### config.mk
export PLATFORM = sky130hd
export DESIGN_NAME = sensor_cond
export DESIGN_NICKNAME = d
export VERILOG_FILES = /design/src/rtl/sensor_cond.sv
export SDC_FILE = /design/constraint.sdc
export NUM_CORES = 1
export LEC_CHECK = 0
export CELL_PAD_IN_SITES_DETAIL_PLACEMENT = 1
export CELL_PAD_IN_SITES_GLOBAL_PLACEMENT = 2
export CORE_MARGIN = 1.5
export CORE_UTILIZATION = 42
export CTS_BUF_LIST = sky130_fd_sc_hd__clkbuf_2 sky130_fd_sc_hd__clkbuf_4 sky130_fd_sc_hd__clkbuf_8
export CTS_CLUSTER_SIZE = 16
export DETAILED_ROUTE_END_ITERATION = 8
export GPL_TIMING_DRIVEN = 0
export PLACE_DENSITY_LB_ADDON = 0.1
export SYNTH_ARGS = -nofsm -noshare
export SYNTH_HDL_FRONTEND = slang
export SYNTH_SLANG_ARGS = --single-unit
### constraint.sdc
create_clock -name clk -period 3.3 [get_ports clk]
set_clock_uncertainty 0.05 [all_clocks]
set_input_delay 0.66 -clock clk [delete_from_list [all_inputs] [get_ports clk]]
set_output_delay 0.66 -clock clk [all_outputs]
set_load 0.02 [all_outputs]
### src/rtl/sensor_cond.sv
// sensor_cond: front-end conditioning for the two barrier photo-sensors.
//
// Each channel synchronises its raw line, debounces it and drives a clean
// level to the direction FSMs. A sticky "stuck" detector masks a channel
// that has stayed blocked for STUCK_LIMIT consecutive cycles, so a jammed
// beam cannot hold the downstream FSMs mid-sequence.
//
// Ports:
//   clk         - single clock, all state on rising edge
//   reset       - synchronous, active-high, clears all state
//   a_raw/b_raw - raw asynchronous sensor lines (1 = beam blocked)
//   clear_fault - clears both stuck flags (wins over a simultaneous set)
//   a/b         - clean levels, forced low while the channel is stuck
//   stuck_a/b   - sticky stuck flags

// Per-channel sync + debounce + stuck detector.
//   raw   - asynchronous input line
//   y     - debounced level (unmasked)
//   stuck - sticky fault flag
module sensor_cond_chan #(
  parameter int SYNC_STAGES = 2,
  parameter int DEBOUNCE    = 4,
  parameter int STUCK_LIMIT = 1023
) (
  input  logic clk,
  input  logic reset,
  input  logic raw,
  input  logic clear_fault,
  output logic y,
  output logic stuck
);

  localparam int DW = (DEBOUNCE > 1) ? $clog2(DEBOUNCE) : 1;
  localparam int SW = $clog2(STUCK_LIMIT);

  localparam logic [DW-1:0] DCNT_LAST = DW'(DEBOUNCE - 1);
  localparam logic [SW-1:0] SCNT_LAST = SW'(STUCK_LIMIT - 1);

  logic [SYNC_STAGES-1:0] sync;
  logic [DW-1:0]          dcnt;
  logic [SW-1:0]          scnt;
  logic                   s;

  assign s = sync[SYNC_STAGES-1];

  always_ff @(posedge clk) begin
    if (reset) begin
      sync  <= '0;
      y     <= 1'b0;
      dcnt  <= '0;
      scnt  <= '0;
      stuck <= 1'b0;
    end else begin
      sync <= {sync[SYNC_STAGES-2:0], raw};

      // Debounce: any return of s to y discards the partial count.
      if (s == y) begin
        dcnt <= '0;
      end else if (dcnt == DCNT_LAST) begin
        y    <= s;
        dcnt <= '0;
      end else begin
        dcnt <= dcnt + 1'b1;
      end

      // Stuck detector works on the registered y. scnt freezes at
      // STUCK_LIMIT-1 once the flag is set, so it cannot wrap.
      if (clear_fault) begin
        stuck <= 1'b0;
        scnt  <= '0;
      end else if (!y) begin
        scnt <= '0;
      end else if (!stuck && scnt == SCNT_LAST) begin
        stuck <= 1'b1;
      end else if (!stuck) begin
        scnt <= scnt + 1'b1;
      end
    end
  end

endmodule

module sensor_cond #(
  parameter int SYNC_STAGES = 2,
  parameter int DEBOUNCE    = 4,
  parameter int STUCK_LIMIT = 1023
) (
  input  logic clk,
  input  logic reset,
  input  logic a_raw,
  input  logic b_raw,
  input  logic clear_fault,
  output logic a,
  output logic b,
  output logic stuck_a,
  output logic stuck_b
);

  localparam int NUM_LANES = 2;  // lane 0 = A (outer), lane 1 = B (inner)

  logic [NUM_LANES-1:0] raw_vec;
  logic [NUM_LANES-1:0] y_vec;
  logic [NUM_LANES-1:0] stuck_vec;

  assign raw_vec = {b_raw, a_raw};

  for (genvar g = 0; g < NUM_LANES; g++) begin : g_lane
    sensor_cond_chan #(
      .SYNC_STAGES (SYNC_STAGES),
      .DEBOUNCE    (DEBOUNCE),
      .STUCK_LIMIT (STUCK_LIMIT)
    ) u_chan (
      .clk         (clk),
      .reset       (reset),
      .raw         (raw_vec[g]),
      .clear_fault (clear_fault),
      .y           (y_vec[g]),
      .stuck       (stuck_vec[g])
    );
  end

  assign a       = y_vec[0] & ~stuck_vec[0];
  assign b       = y_vec[1] & ~stuck_vec[1];
  assign stuck_a = stuck_vec[0];
  assign stuck_b = stuck_vec[1];

endmodule

# Yosys cells after proc, flatten, opt, wreduce, memory -nomap -nowiden
# Cells that the tools add are included.
[totals]
ff_bits = 32
inputBits = 5
output_inout_bits = 4
elab_cells = 45
[op_classes]
addsub = 4
n_eq_ne = 6
bitwise = 10
n_reduce_logical = 15
[op_table]
columns = ["operator", "n"]
rows = [
  ["10-bit by 1-bit adder with 10-bit output, second input constant", 2],
  ["10-bit equality test, second input constant", 2],
  ["2-bit AND reduction", 6],
  ["3-bit OR reduction", 4],
  ["1-bit inverter", 8],
  ["2-bit by 1-bit adder with 2-bit output, second input constant", 2],
  ["2-bit equality test, second input constant", 2],
  ["1-bit AND", 2],
  ["1-bit equality test", 2],
  ["1-bit logical AND", 2],
  ["1-bit logical NOT", 2],
  ["2-bit OR reduction", 1],
]

# Longest topological paths before layout
# Gate-level depths: netlist of run 1.
[depth]
word_depth = 4
depth_mapped = 6
mapped_depth_nobuf = 6

# By module
# A second synthesis of run 1 with hierarchy kept.
[hier_totals]
hier_cells = 156
area_unflattened_um2 = 1431.4
[modules_own_cells]
columns = ["module", "instances", "cells_per_inst", "area_each_um2", "seq_area_each_um2"]
rows = [
  ["sensor_cond_chan", 2, 77, 701.9, 320.3],
  ["sensor_cond", 1, 2, 27.5, 0.0],
]

# Worst setup path after synthesis of run 1
# No wires, ideal clock.
[synth_path]
path_kind = "reg2reg"
start = "register g_lane[0].u_chan.scnt[0]"
end = "register g_lane[0].u_chan.scnt[9]"
setup_time_ns = 0.121
arrival_time_ns = 1.527
required_ns = 3.129
slack_ns = 1.602
path_stages_with_launch = 7
path_buffers = 0
period_less_slack_ns = 1.698
cell_sequence = "dfxtp_1 -> inv_1 -> ha_1 -> and3_4 -> a2111oi_4 -> a31o_2 -> a21oi_1"
[synth_via]
elab_chain_len = 4
word_cells_on_any_way = 5
cone_classes = "add/sub: 1; eq/ne: 1; bitwise: 1; reduce/logical: 2"
[synth_rtl]
columns = ["item", "line", "text"]
rows = [
  ["start: declaration", "41", "logic [SW-1:0] scnt;"],
  ["start signal: assignment", "76", "scnt <= scnt + 1'b1;"],
  ["branches (longest 4 deep; another with 10-bit by 1-bit adder with 10-bit output)", "--", ""],
]
# Several ways; the timed one is not identified.
# A chain may end at the register's enable or synchronous reset.

# Worst setup path after layout of run 1
[layout_path]
start = "register g_lane[0].u_chan.y"
end = "output port a"
[layout_via]
elab_chain_len = 1
[layout_rtl]
columns = ["item", "line", "text"]
rows = [
  ["start: declaration", "29", "output logic y,"],
  ["start signal: assignment", "60", "y <= s;"],
  ["1-bit AND", "122", "assign a = y_vec[0] & ~stuck_vec[0];"],
  ["end: declaration", "93", "output logic a,"],
]
# No other way between the ends.

==> results of run 1 <==
==> state kept, by name, indices dropped and copies added (netlist names) <==
register and count:
g_lane.u_chan.scnt 20, g_lane.u_chan.dcnt 4, g_lane.u_chan.sync 4, g_lane.u_chan.stuck 2, g_lane.u_chan.y 2
==> layout make-up <==
type	count	area, um^2	area share
repair buffers	8	80.08	0.04783
flip-flops and latches	32	640.6	0.3827
clock buffers	5	37.54	0.02242
plain buffers	2	8.758	0.005232
inverters	9	33.78	0.02018
well taps	46	57.56	0.03438
multi-input cells	107	773.2	0.4619
clock inverters	3	42.54	0.02541
==> logic make-up after synthesis <==
| group | Yosys count | share of synthesized area |
|---|---|---|
| and+or+nand+nor | 61 | 0.2431 |
| DFF | 32 | 0.4399 |
| AOI/OAI and AO/OA | 29 | 0.1684 |
| buffers and inverters | 11 | 0.02920 |
| xor gates and xnor gates | 9 | 0.05413 |
| adders and majority gates | 6 | 0.05155 |
| muxes | 2 | 0.01375 |
==> where the power goes <==
part / leakage, nW / total, mW / switching [mW] / internal (mW)
Sequential: 0.259 / 0.390 / 0.00130 / 0.389
Combinational: 0.300 / 0.0111 / 0.00422 / 0.00689
Clock: 0.0412 / 0.295 / 0.138 / 0.158
Total: 0.600 / 0.697 / 0.143 / 0.554
==> synth_stat cells, drive strengths merged <==
master	number	area, um^2
o21ai	3	15.01
ha	6	75.07
nand4	5	31.28
a41oi	2	25.03
nor2	18	67.56
nand2	6	25.03
mux2i	2	20.02
and4b	1	10.01
nand3b	1	20.02
xor2	3	26.28
a2111oi	1	27.53
nand4b	1	8.760
a21boi	1	7.510
nor2b	6	37.54
a311oi	1	8.760
a21oi	6	30.03
or2	1	6.260
and3	3	23.77
clkbuf	1	3.750
or3	5	31.28
xnor2	6	52.55
o2111ai	1	8.760
dfxtp	32	640.6
a211oi	7	52.55
and2b	1	7.510
a31o	1	8.760
buf	1	5.000
inv	9	33.78
and2	1	6.260
a31oi	3	33.78
nand3	4	20.02
and3b	1	8.760
nor3	3	15.01
and4	4	35.03
o211ai	2	20.02
o21bai	1	7.510
==> path summary, 6_finish.rpt <==
check	start	depth (start not counted)	end
max	g_lane[0].u_chan.y	2	a
min	g_lane[1].u_chan.dcnt[0]	1	g_lane[1].u_chan.dcnt[0]
max reg2reg	g_lane[0].u_chan.scnt[0]	6	g_lane[0].u_chan.scnt[9]
min reg2reg	g_lane[1].u_chan.dcnt[0]	1	g_lane[1].u_chan.dcnt[0]
==> routing by layer <==
| layer | up-vias | part of all wire | wire (um) |
|---|---|---|---|
| li1 | 571 | - | - |
| met1 | 532 | 0.46 | 1273 |
| met2 | 9 | 0.51 | 1420 |
| met3 | 2 | 0.027 | 75 |
| met4 | 0 | 0.010 | 28 |
| met5 | - | 0 | 0 |
==> stage by stage <==
stage | instance area [um^2] | cells | setup WS (ps) | utilization | power [mW]
global placement | 1594 | 204 | 943.3 | 0.4777 | 0.4097
detailed placement | 1594 | 204 | 864.7 | 0.4777 | 0.4106
floorplan | 1456 | 150 | 1602 | - | 0.4033
global route | 1674 | 212 | 921.7 | 0.5017 | 0.7287
CTS | 1674 | 212 | 994.8 | 0.5017 | 0.7076
finish | 1674 | 212 | 1027 | 0.5017 | 0.6967
==> reports/results.ini, run 1 <==
[sta]
min_period_ps = 2273
slew_headroom = 0.7597
max_freq_mhz = 439.9
finalSetupTns_ps = 0
period_share = 0.6889
holdWs_ps = 385.9
final_hold_viol_count = 0
setup_viol = 0
worstMarginPinSlew_ps = 359.1
drv_slew = 0
rsz0062_at_grt = no

[worst_setup_path]
max_stage_delay_ps = 610
crit_path_start_kind = flop
end_kind = primary output
cp.required_ps = 2590
r2r_slack_ps = 1460
crit_buf_inv = 1
crit_family = buffers and inverters
crit_path_max_fanout = 5
crit_arrival_ps = 1560
critical_path.slowest_cell = clkdlybuf4s50_1
path_class = reg2out
worstPathCellList = nor2b_1, clkdlybuf4s50_1

[finish]
fin_nets = 176
layout.cells.most_common = dfxtp_1
syn2layout_area_growth_pct = 14.95
final_cell_mix = dfxtp_1, nor2_1, inv_1, clkdlybuf4s50_1, a211oi_1
antenna_cells = 0
drive_gt1_frac = 0.1024
fillers = 415

[placed_design]
place_hpwl_mm = 2.115
numPortBuffers = 8
place.gp.congestion = 0.7443

[power_and_ir_drop]
powerDensity_nw_per_um2 = 416.2
leakage_nw = 0.5998
peakVddDrop_mv = 0.2099

[grt]
grt_use_met3 = 0.06211
grt_start_max_net_pins = 12
grt_pass1_wl_mm = 4.947
met2_usage = 0.3128
antenna_found_initial = 0
use_met1 = 0.1987
grt_overflow = 0
grt_pass1_vias = 1154
grt_usage = 0.1805
top_usage_layer = met2

[run_status]
status = finished clean

[floorplan]
dieWidth_um = 61.89
core-area_um2 = 3337
dieArea_um2 = 3830
io_pins = 9
fp.dieH_um = 61.89
num_rows = 21
start_util = 0.4364

[synth]
synth.net_count = 161
yosys_warnings = 0
ys_ff_latch = 32
synth_seq_area_share = 0.4399
syn_area_um2 = 1456
synth_area_per_cell_um2 = 9.709
synth_cells = 150
synth_cell_types = 41

[detailed_routing]
drt-wirelength-per-cell_um = 13.19
drtAntennaViolNets = 0
via_per_inst = 5.255
wirelength_mm = 2.797
vias = 1114
drt_pass1_iterations = 4
drc = 0
drtIter0Drc = 39

[cts]
hold_buffers = 0
max-clock-path-buffers = 2
post_cts_buffers = 0
insertion_delay_ps = 340
cts_tree = done
clockRootBuffer = clkbuf_4
path_clk_slew_ps = 110
h-tree-depth = 2
clock-sinks = 32
numCtsBuffers = 5
ctsResizeCount = 0

[worst_hold_path]
hold_path.class = reg2reg

[job]
cap_violations = 0

Note: power is estimated with default switching activity, not from simulation.
==> inputs of run 2 (changes only) <==
CORE_UTILIZATION = 35   (was 42)
clock period = 2.01 ns   (was 3.3 ns; I/O delays follow)
==> run 2 against run 1 <==
Net effect:
- die area is 19% higher
- register-to-register slack worse by 1300 ps
- non-clock buffer count unchanged
- core utilization fell by 6.9 points
- global-route usage is 2.1 points lower
- power up 91%
- clock power is 130% higher
- combinational power increased by 74%
- clock-buffer cell count is 2 higher
- cell count grew 1.9%
- sequential share of layout area decreased by 1.2 points
==> reports/results.ini, run 2 (same netlist as run 1, synthesis figures left out) <==
[detailed_routing]
drt-wirelength-per-cell_um = 13.81  ; was 13.19 um
drtAntennaViolNets = 0  ; unchanged
drc = 0  ; unchanged
wirelength_mm = 2.983  ; was 2.797 mm
drtIter0Drc = 37  ; was 39
via_per_inst = 5.287  ; was 5.255
vias = 1142  ; was 1114
drt_pass1_iterations = 4  ; unchanged

[cts]
max-clock-path-buffers = 2  ; unchanged
cts_tree = done  ; unchanged
post_cts_buffers = 0  ; unchanged
insertion_delay_ps = 280  ; was 340 ps
path_clk_slew_ps = 70  ; was 110 ps
hold_buffers = 0  ; unchanged
clockRootBuffer = clkbuf_8  ; was clkbuf_4
h-tree-depth = 2  ; unchanged
ctsResizeCount = 0  ; unchanged
numCtsBuffers = 5  ; unchanged
clock-sinks = 32  ; unchanged

[worst_setup_path]
cp.required_ps = 1560  ; was 2590 ps
crit_buf_inv = 1  ; unchanged
crit_path_max_fanout = 8  ; was 5
end_kind = primary output  ; unchanged
critical_path.slowest_cell = clkdlybuf4s50_1  ; unchanged
crit_path_start_kind = flop  ; unchanged
worstPathCellList = clkdlybuf4s50_1  ; was nor2b_1, clkdlybuf4s50_1
crit_arrival_ps = 1460  ; was 1560 ps
path_class = reg2out  ; unchanged
crit_family = buffers and inverters  ; unchanged
max_stage_delay_ps = 670  ; was 610 ps

[floorplan]
fp.dieH_um = 67.51  ; was 61.89 um
dieArea_um2 = 4557  ; was 3830 um^2
io_pins = 9  ; unchanged
num_rows = 23  ; was 21
core-area_um2 = 4000  ; was 3337 um^2
dieWidth_um = 67.51  ; was 61.89 um
start_util = 0.3641  ; was 0.4364

[placed_design]
place_hpwl_mm = 2.164  ; was 2.115 mm
numPortBuffers = 8  ; unchanged
dp.cells = 208  ; was 204
placed_cell_area_um2 = 1599  ; was 1594 um^2
dp_slack_ps = -227.4  ; was 864.7 ps
place.gp.congestion = 0.6628  ; was 0.7443

[finish]
final_util = 0.4329  ; was 0.5017
fin_nets = 176  ; unchanged
largest_reg_flops = 20  ; unchanged
fillers = 453  ; was 415
antenna_cells = 0  ; unchanged
final_area_um2 = 1732  ; was 1674 um^2
largest_register = g_lane.u_chan.scnt  ; unchanged
largest_registers = g_lane.u_chan.scnt x20, g_lane.u_chan.dcnt x4, g_lane.u_chan.sync x4  ; unchanged
final_cell_mix = dfxtp_1, nor2_1, inv_1  ; was dfxtp_1, nor2_1, inv_1, clkdlybuf4s50_1, a211oi_1
syn2layout_area_growth_pct = 18.90  ; was 14.95%
drive_gt1_frac = 0.1145  ; was 0.1024
instances_no_fill = 216  ; was 212
layout.cells.most_common = dfxtp_1  ; unchanged

[sta]
fin_ws_ps = 97.58  ; was 1027 ps
drv_slew = 0  ; unchanged
max_freq_mhz = 522.9
final_hold_viol_count = 0  ; unchanged
slew_headroom = 0.7721  ; was 0.7597
setup_viol = 0  ; unchanged
rsz0062_at_grt = no  ; unchanged
worstMarginPinSlew_ps = 340.8  ; was 359.1 ps
min_period_ps = 1912
period_share = 0.9515

[power_and_ir_drop]
swShare = 0.1819  ; was 0.2053
p_switching_mw = 0.2419  ; was 0.1430 mW
total_power_mw = 1.329  ; was 0.6967 mW
p_int_mw = 1.088  ; was 0.5537 mW
peakVddDrop_mv = 0.3782  ; was 0.2099 mV
p_clk_frac = 0.503  ; was 0.424
leakage_nw = 0.6423  ; was 0.5998 nW
seqPwrFrac = 0.482  ; was 0.560
powerDensity_nw_per_um2 = 767.8  ; was 416.2 nW/um^2
power.share.combinational = 0.015  ; was 0.016

[grt]
grt_overflow = 0  ; unchanged
antenna_found_initial = 0  ; unchanged
grt_pass1_vias = 1140  ; was 1154
grt_usage = 0.1592  ; was 0.1805
grt_pass1_wl_mm = 5.257  ; was 4.947 mm
grt_start_max_net_pins = 11  ; was 12

[job]
cap_violations = 0  ; unchanged

[run_status]
status = finished clean  ; unchanged

[worst_hold_path]
hold_path.class = reg2reg  ; unchanged

[run 2: area by class of cell]
| type | instances | area [um^2] | area share |
|---|---|---|---|
| Inverter | 9 | 33.78 | 0.01951 |
| Clock buffer | 7 | 96.34 | 0.05564 |
| Buffer | 2 | 8.758 | 0.005058 |
| Multi-Input combinational cell | 107 | 775.7 | 0.4480 |
| Sequential cell | 32 | 641.9 | 0.3707 |
| Clock inverter | 1 | 30.03 | 0.01734 |
| Timing Repair Buffer | 8 | 82.58 | 0.04769 |
| Tap cell | 50 | 62.56 | 0.03613 |
[run 2: per-stage QoR]
step                hold WS (ps)  TNS, ps
floorplan                  347.4        0
global placement           354.7   -400.8
detailed placement         369.5   -854.6
CTS                        379.8        0
global route               401.3        0
finish                     381.8        0
[run 2: worst paths after layout]
path                       startpoint                       end  slack [ps]  cells past startpoint
max            g_lane[0].u_chan.stuck                   stuck_a         100                      1
min          g_lane[1].u_chan.dcnt[0]  g_lane[1].u_chan.dcnt[0]         380                      1
max reg2reg  g_lane[0].u_chan.scnt[0]  g_lane[0].u_chan.scnt[9]         140                      6
min reg2reg  g_lane[1].u_chan.dcnt[0]  g_lane[1].u_chan.dcnt[0]         380                      1
[run 2: power by group through the flow]
stage               sequential [mW]  clock, mW  combinational, mW
floorplan                     0.655          0            0.00738
global placement              0.655          0             0.0180
detailed placement            0.655          0             0.0191
CTS                           0.641      0.691             0.0191
global route                  0.641      0.722             0.0222
finish                        0.641      0.669             0.0193
[run 2: metal layers]
metal / share of wire / track usage / up-vias / routed length, um
li1: - / - / 572 / -
met1: 0.46 / 0.1855 / 549 / 1385
met2: 0.48 / 0.2635 / 16 / 1445
met3: 0.034 / 0.05000 / 5 / 102
met4: 0.017 / 0.07653 / 0 / 50
met5: 0 / 0 / - / 0
